[config.mk]
export PLATFORM = sky130hd
export DESIGN_NAME = reg_file_wb_p
export DESIGN_NICKNAME = d
export VERILOG_FILES = /design/src/rtl/reg_file_wb_p.sv
export SDC_FILE = /design/constraint.sdc
export NUM_CORES = 1
export LEC_CHECK = 0
export ABC_AREA = 1
export CAP_MARGIN = 20
export CORE_MARGIN = 4
export CORE_UTILIZATION = 30
export CTS_CLUSTER_DIAMETER = 150
export CTS_CLUSTER_SIZE = 28
export DETAILED_ROUTE_END_ITERATION = 16
export PLACE_DENSITY = 0.53
export SYNTH_ARGS = -nofsm -noshare
export SYNTH_HDL_FRONTEND = slang
export SYNTH_SLANG_ARGS = --single-unit
export TNS_END_PERCENT = 1
[constraint.sdc]
create_clock -name CLK_WB -period 1.9 [get_ports CLK_WB]
set_clock_uncertainty 0.15 [all_clocks]
set_input_delay 0.38 -clock CLK_WB [delete_from_list [all_inputs] [get_ports CLK_WB]]
set_output_delay 0.38 -clock CLK_WB [all_outputs]
set_load 0.03 [all_outputs]
[src/rtl/reg_file_wb_p.sv]
// Write-back register file: two registered read ports with write bypass, a pending-write
// scoreboard and a one-entry-per-cycle clear sweep. Optional macro: REG_FILE_R0_ZERO_EN.
module reg_file_wb_p #(
   parameter int DATA_W = 16,
   parameter int N_REGS = 8,
   parameter int ADDR_W = 3
) (
   input  logic              CLK_WB,
   input  logic              RESET_N,
   input  logic              WR_EN,
   input  logic [ADDR_W-1:0] WR_ADDR,
   input  logic [DATA_W-1:0] WR_DATA,
   input  logic              RD0_EN,
   input  logic [ADDR_W-1:0] RD0_ADDR,
   output logic [DATA_W-1:0] RD0_DATA,
   output logic              BUSY0,
   input  logic              RD1_EN,
   input  logic [ADDR_W-1:0] RD1_ADDR,
   output logic [DATA_W-1:0] RD1_DATA,
   output logic              BUSY1,
   input  logic              LOCK_EN,
   input  logic [ADDR_W-1:0] LOCK_ADDR,
   input  logic              CLEAR_REQ,
   output logic              CLEAR_BUSY
);

   localparam logic [0:0]        IDLE  = 1'b0;
   localparam logic [0:0]        SWEEP = 1'b1;
   localparam logic [ADDR_W:0]   N_EXT = (ADDR_W + 1)'(N_REGS);
   localparam logic [ADDR_W-1:0] LAST  = ADDR_W'(N_REGS - 1);
`ifdef REG_FILE_R0_ZERO_EN
   localparam logic R0_ZERO = 1'b1;
`else
   localparam logic R0_ZERO = 1'b0;
`endif

   function automatic logic addr_ok(input logic [ADDR_W-1:0] a);
      return ({1'b0, a} < N_EXT);
   endfunction

   // Targets that may be written or locked; a hardwired-zero r0 is excluded.
   function automatic logic target_ok(input logic [ADDR_W-1:0] a);
      return addr_ok(a) && !(R0_ZERO && (a == '0));
   endfunction

   logic [DATA_W-1:0] mem_r [N_REGS];
   logic [N_REGS-1:0] busy_r;
   logic [0:0]        state_r;
   logic [ADDR_W-1:0] cnt_r;
   logic [DATA_W-1:0] rd0_r;
   logic [DATA_W-1:0] rd1_r;
   logic [DATA_W-1:0] rd0_nxt_s;
   logic [DATA_W-1:0] rd1_nxt_s;
   logic              idle_s;
   logic              wr_act_s;
   logic              lock_act_s;

   // Qualified write/lock strobes and hazard flags for the read ports.
   always_comb begin
      idle_s     = (state_r == IDLE);
      wr_act_s   = WR_EN && idle_s && target_ok(WR_ADDR);
      lock_act_s = LOCK_EN && idle_s && target_ok(LOCK_ADDR);
      BUSY0 = addr_ok(RD0_ADDR) && busy_r[RD0_ADDR]
              && !(WR_EN && idle_s && (WR_ADDR == RD0_ADDR));
      BUSY1 = addr_ok(RD1_ADDR) && busy_r[RD1_ADDR]
              && !(WR_EN && idle_s && (WR_ADDR == RD1_ADDR));
   end

   // Next read data: hold when disabled, forward a same-cycle write, else array.
   always_comb begin
      rd0_nxt_s = rd0_r;
      rd1_nxt_s = rd1_r;
      if (!RD0_EN) begin
         rd0_nxt_s = rd0_r;
      end else if (wr_act_s && (WR_ADDR == RD0_ADDR)) begin
         rd0_nxt_s = WR_DATA;
      end else if (addr_ok(RD0_ADDR)) begin
         rd0_nxt_s = mem_r[RD0_ADDR];
      end else begin
         rd0_nxt_s = '0;
      end
      if (!RD1_EN) begin
         rd1_nxt_s = rd1_r;
      end else if (wr_act_s && (WR_ADDR == RD1_ADDR)) begin
         rd1_nxt_s = WR_DATA;
      end else if (addr_ok(RD1_ADDR)) begin
         rd1_nxt_s = mem_r[RD1_ADDR];
      end else begin
         rd1_nxt_s = '0;
      end
   end

   // Storage array: sweep clears take priority and block the write port.
   always_ff @(posedge CLK_WB or negedge RESET_N) begin
      if (!RESET_N) begin
         for (int i = 0; i < N_REGS; i++) mem_r[i] <= '0;
      end else if (state_r == SWEEP) begin
         mem_r[cnt_r] <= '0;
      end else if (wr_act_s) begin
         mem_r[WR_ADDR] <= WR_DATA;
      end
   end

   // Scoreboard: a lock issued in the same cycle as the write-back wins.
   always_ff @(posedge CLK_WB or negedge RESET_N) begin
      if (!RESET_N) begin
         busy_r <= '0;
      end else if (state_r == SWEEP) begin
         busy_r[cnt_r] <= 1'b0;
      end else begin
         if (wr_act_s)   busy_r[WR_ADDR]   <= 1'b0;
         if (lock_act_s) busy_r[LOCK_ADDR] <= 1'b1;
      end
   end

   // Clear sequencer; requests during a sweep are ignored.
   always_ff @(posedge CLK_WB or negedge RESET_N) begin
      if (!RESET_N) begin
         state_r <= IDLE;
         cnt_r   <= '0;
      end else begin
         case (state_r)
            IDLE: begin
               if (CLEAR_REQ) begin
                  state_r <= SWEEP;
                  cnt_r   <= '0;
               end
            end
            SWEEP: begin
               if (cnt_r == LAST) begin
                  state_r <= IDLE;
                  cnt_r   <= '0;
               end else begin
                  cnt_r <= cnt_r + ADDR_W'(1);
               end
            end
            default: begin
               state_r <= IDLE;
               cnt_r   <= '0;
            end
         endcase
      end
   end

   // Registered read ports.
   always_ff @(posedge CLK_WB or negedge RESET_N) begin
      if (!RESET_N) begin
         rd0_r <= '0;
         rd1_r <= '0;
      end else begin
         rd0_r <= rd0_nxt_s;
         rd1_r <= rd1_nxt_s;
      end
   end

   assign RD0_DATA   = rd0_r;
   assign RD1_DATA   = rd1_r;
   assign CLEAR_BUSY = (state_r == SWEEP);

endmodule

==> qor.csv <==
metric,value,unit
Power Total,13.7,mW
power density over cell area,1120,mW/mm²
Worst setup SP type,register,
syn_nets,1350,
"Area growth, synth to finish",25.3,%
gr ovfl total,0,
register bit count reported by yosys,172,
Setup WS pre-CTS,-0.408,ns
area of the multi-input gates,0.00439,mm²
Die Ht,189,µm
die footprint,0.0355,mm²
first-pass GRT wire length,58900,µm
initial antenna violation count,1,
vias in the first global route,9717,
Clock Latency Late Sink,0.43,ns
Post-synth top cells,"nand2_1 (357), nand3_1 (246), dfrtp_1 (172)",
Worst Path Arrival,1.56,ns
detailed-route wire length,38100,µm
DR vias/cell,5.24,
worst min path class,in2async,
mapped cell area,0.00978,mm²
Slew HR,65.7,%
ys async rst share,100,%
Mapped Avg Cell Area,7.45,µm²
CTS clock-pin slew for the worst setup and hold paths,0.07,ns
core area,0.0319,mm²
CTS tree,done,
final hold viol count,0,
ys flop type,dfrtp_1,
Final period util,110,%
Vias,9819,
Final setup viols,2,
final core occ,38.4,%
crit path max fanout,4,
HPWL after DPL,25200,µm
max-slew violation count,0,
port bufs,69,
Remaining DRCs,0,
largest net degree at the start of global routing,87,
Peak VDD IR,636,µV
total track usage,21.4,%
total CTS buffers,17,
RSZ-0062 raised after global routing,yes,
routed len/inst,20.3,µm
CP endpoint kind,output pin,
CTS Buffer Depth,2,
leading cell type by number of instances after synthesis,nand2_1,
first-pass iteration count of the detailed router,6,
Synth area leader,dfrtp_1,
post-synth top area share,44.0,%
violated checks,setup timing,
final worst slack,-0.188,ns
Max-cap violations,0,
Leak,5.78,nW
Max Freq,479,MHz
row cnt,65,
Iteration-0 DRC Markers,941,
"Seq/Total Area, Yosys",44.0,%
crit path time final,2.09,ns
Initial Utilization,30.7,%
CTS Sinks,172,
Setup Crit Path Kind,reg2out,
share of cells above drive strength 1,13.2,%
post-synthesis cell count,1313,
storage element area,0.00431,mm²
Top Ports,70,
H-tree Lvls,4,
synth warn,0,
Least-Margin Pin Slew,0.514,ns
Die Wd,189,µm
Antenna Nets Post-Route,0,
fin nets,1462,
Root Buffer Master,clkbuf_16,
WP data required,1.37,ns
status,"finished, violations left",
Synth area leaders,"dfrtp_1 (44%), nand2_1 (14%), nand3_1 (13%), o22ai_1 (7.7%), inv_1 (5.8%)",
# diodes,0,
Fillers,3369,
Cell variety after synth,32,
Post-synth EDFFs,0,
Final GP Congestion,0.882,
==> where the power goes <==
group	leakage (nW)	internal, mW	total (mW)	switching, mW
sequential	2.32	4.55	5.10	0.546
combinational	3.18	1.94	5.17	3.23
clock	0.274	1.89	3.48	1.59
==> critical path: stages, from the launching register on <==
cell     delay (ns)
dfrtp_1        0.40
o21ai_0        0.10
o21ai_0        0.26
o21ai_2        0.09
nor2_2         0.15
buf_6          0.15
==> cells in the final DEF, fill, tap and decap left out, types with 7 or more instances in the layout <==
cell               n
nand2_1          354
nand3_1          246
dfrtp_1          171
inv_1            149
o22ai_1          121
buf_4             77
nor2_1            45
dlygate4sd2_1     38
buf_12            25
o21ai_0           24
clkdlybuf4s50_1   23
a21oi_1           22
o21ai_1           20
clkbuf_16         17
clkinv_1          16
inv_2              8
nand3_2            7
==> cell families after synthesis <==
kind of cell	after synthesis	share of synthesized area, %
fa+ha+maj	2	0.256
buf+inv	258	11.6
compound gates	207	13.5
flops	172	44.0
simple gates	674	30.7
==> per-layer routing <==
metal	vias up	part of all wire (%)	track usage [%]
met5	-	0	0
met4	0	3.4	8.35
met3	91	7.2	2.83
met2	461	45	33.8
met1	4711	44	29.9
li1	4556	-	-
==> through the flow <==
step,area [µm²],setup TNS (ns),std cells,hold WS [ns]
6_report,12300,-0.352,1873,0.153
5_1_grt,12300,-0.468,1873,0.161
4_1_cts,12200,-0.460,1873,0.145
3_5_place_dp,11600,-39.13,1837,0.0444
3_3_place_gp,11600,-37.55,1837,0.0437
2_1_floorplan,9830,-0.00153,1313,-0.0656
==> what timing repair did <==
action,in CTS,in global routing
endpoints found under the setup margin,35,6
resized for setup,51,10
setup buffers,3,0
hold endpoints to repair,172,0
pin swaps,7,8
hold buffers,1,0
==> sequential cells by signal, summed over array words and instances (netlist names) <==
| name | cells |
|---|---|
| cnt_r | 3 |
| busy_r | 8 |
| CLEAR_BUSY | 1 |
| RD1_DATA | 16 |
| mem_r | 128 |
| RD0_DATA | 16 |
==> worst paths after layout <==
path	from	endpoint	slack [ns]	cells after the start
max	busy_r[6]	BUSY1	-0.19	5
min	RESET_N	cnt_r[2]	0.15	2
max reg2reg	CLEAR_BUSY	busy_r[5]	0.08	7
min reg2reg	RD1_DATA[0]	RD1_DATA[0]	0.33	2
max in group asynchronous	RESET_N	mem_r[13]	0.74	3
min in group CLK_WB	RD1_DATA[0]	RD1_DATA[0]	0.33	2
==> cell type report <==
class                           count  area share (%)
Inverter                          176            5.49
Clock buffer                       20            3.73
Multi-Input combinational cell    883            35.8
Tap cell                          435            4.44
Timing Repair Buffer              175            14.5
Clock inverter                     12           0.929
Sequential cell                   172            35.1
Note: power is estimated with default switching activity, not from simulation.
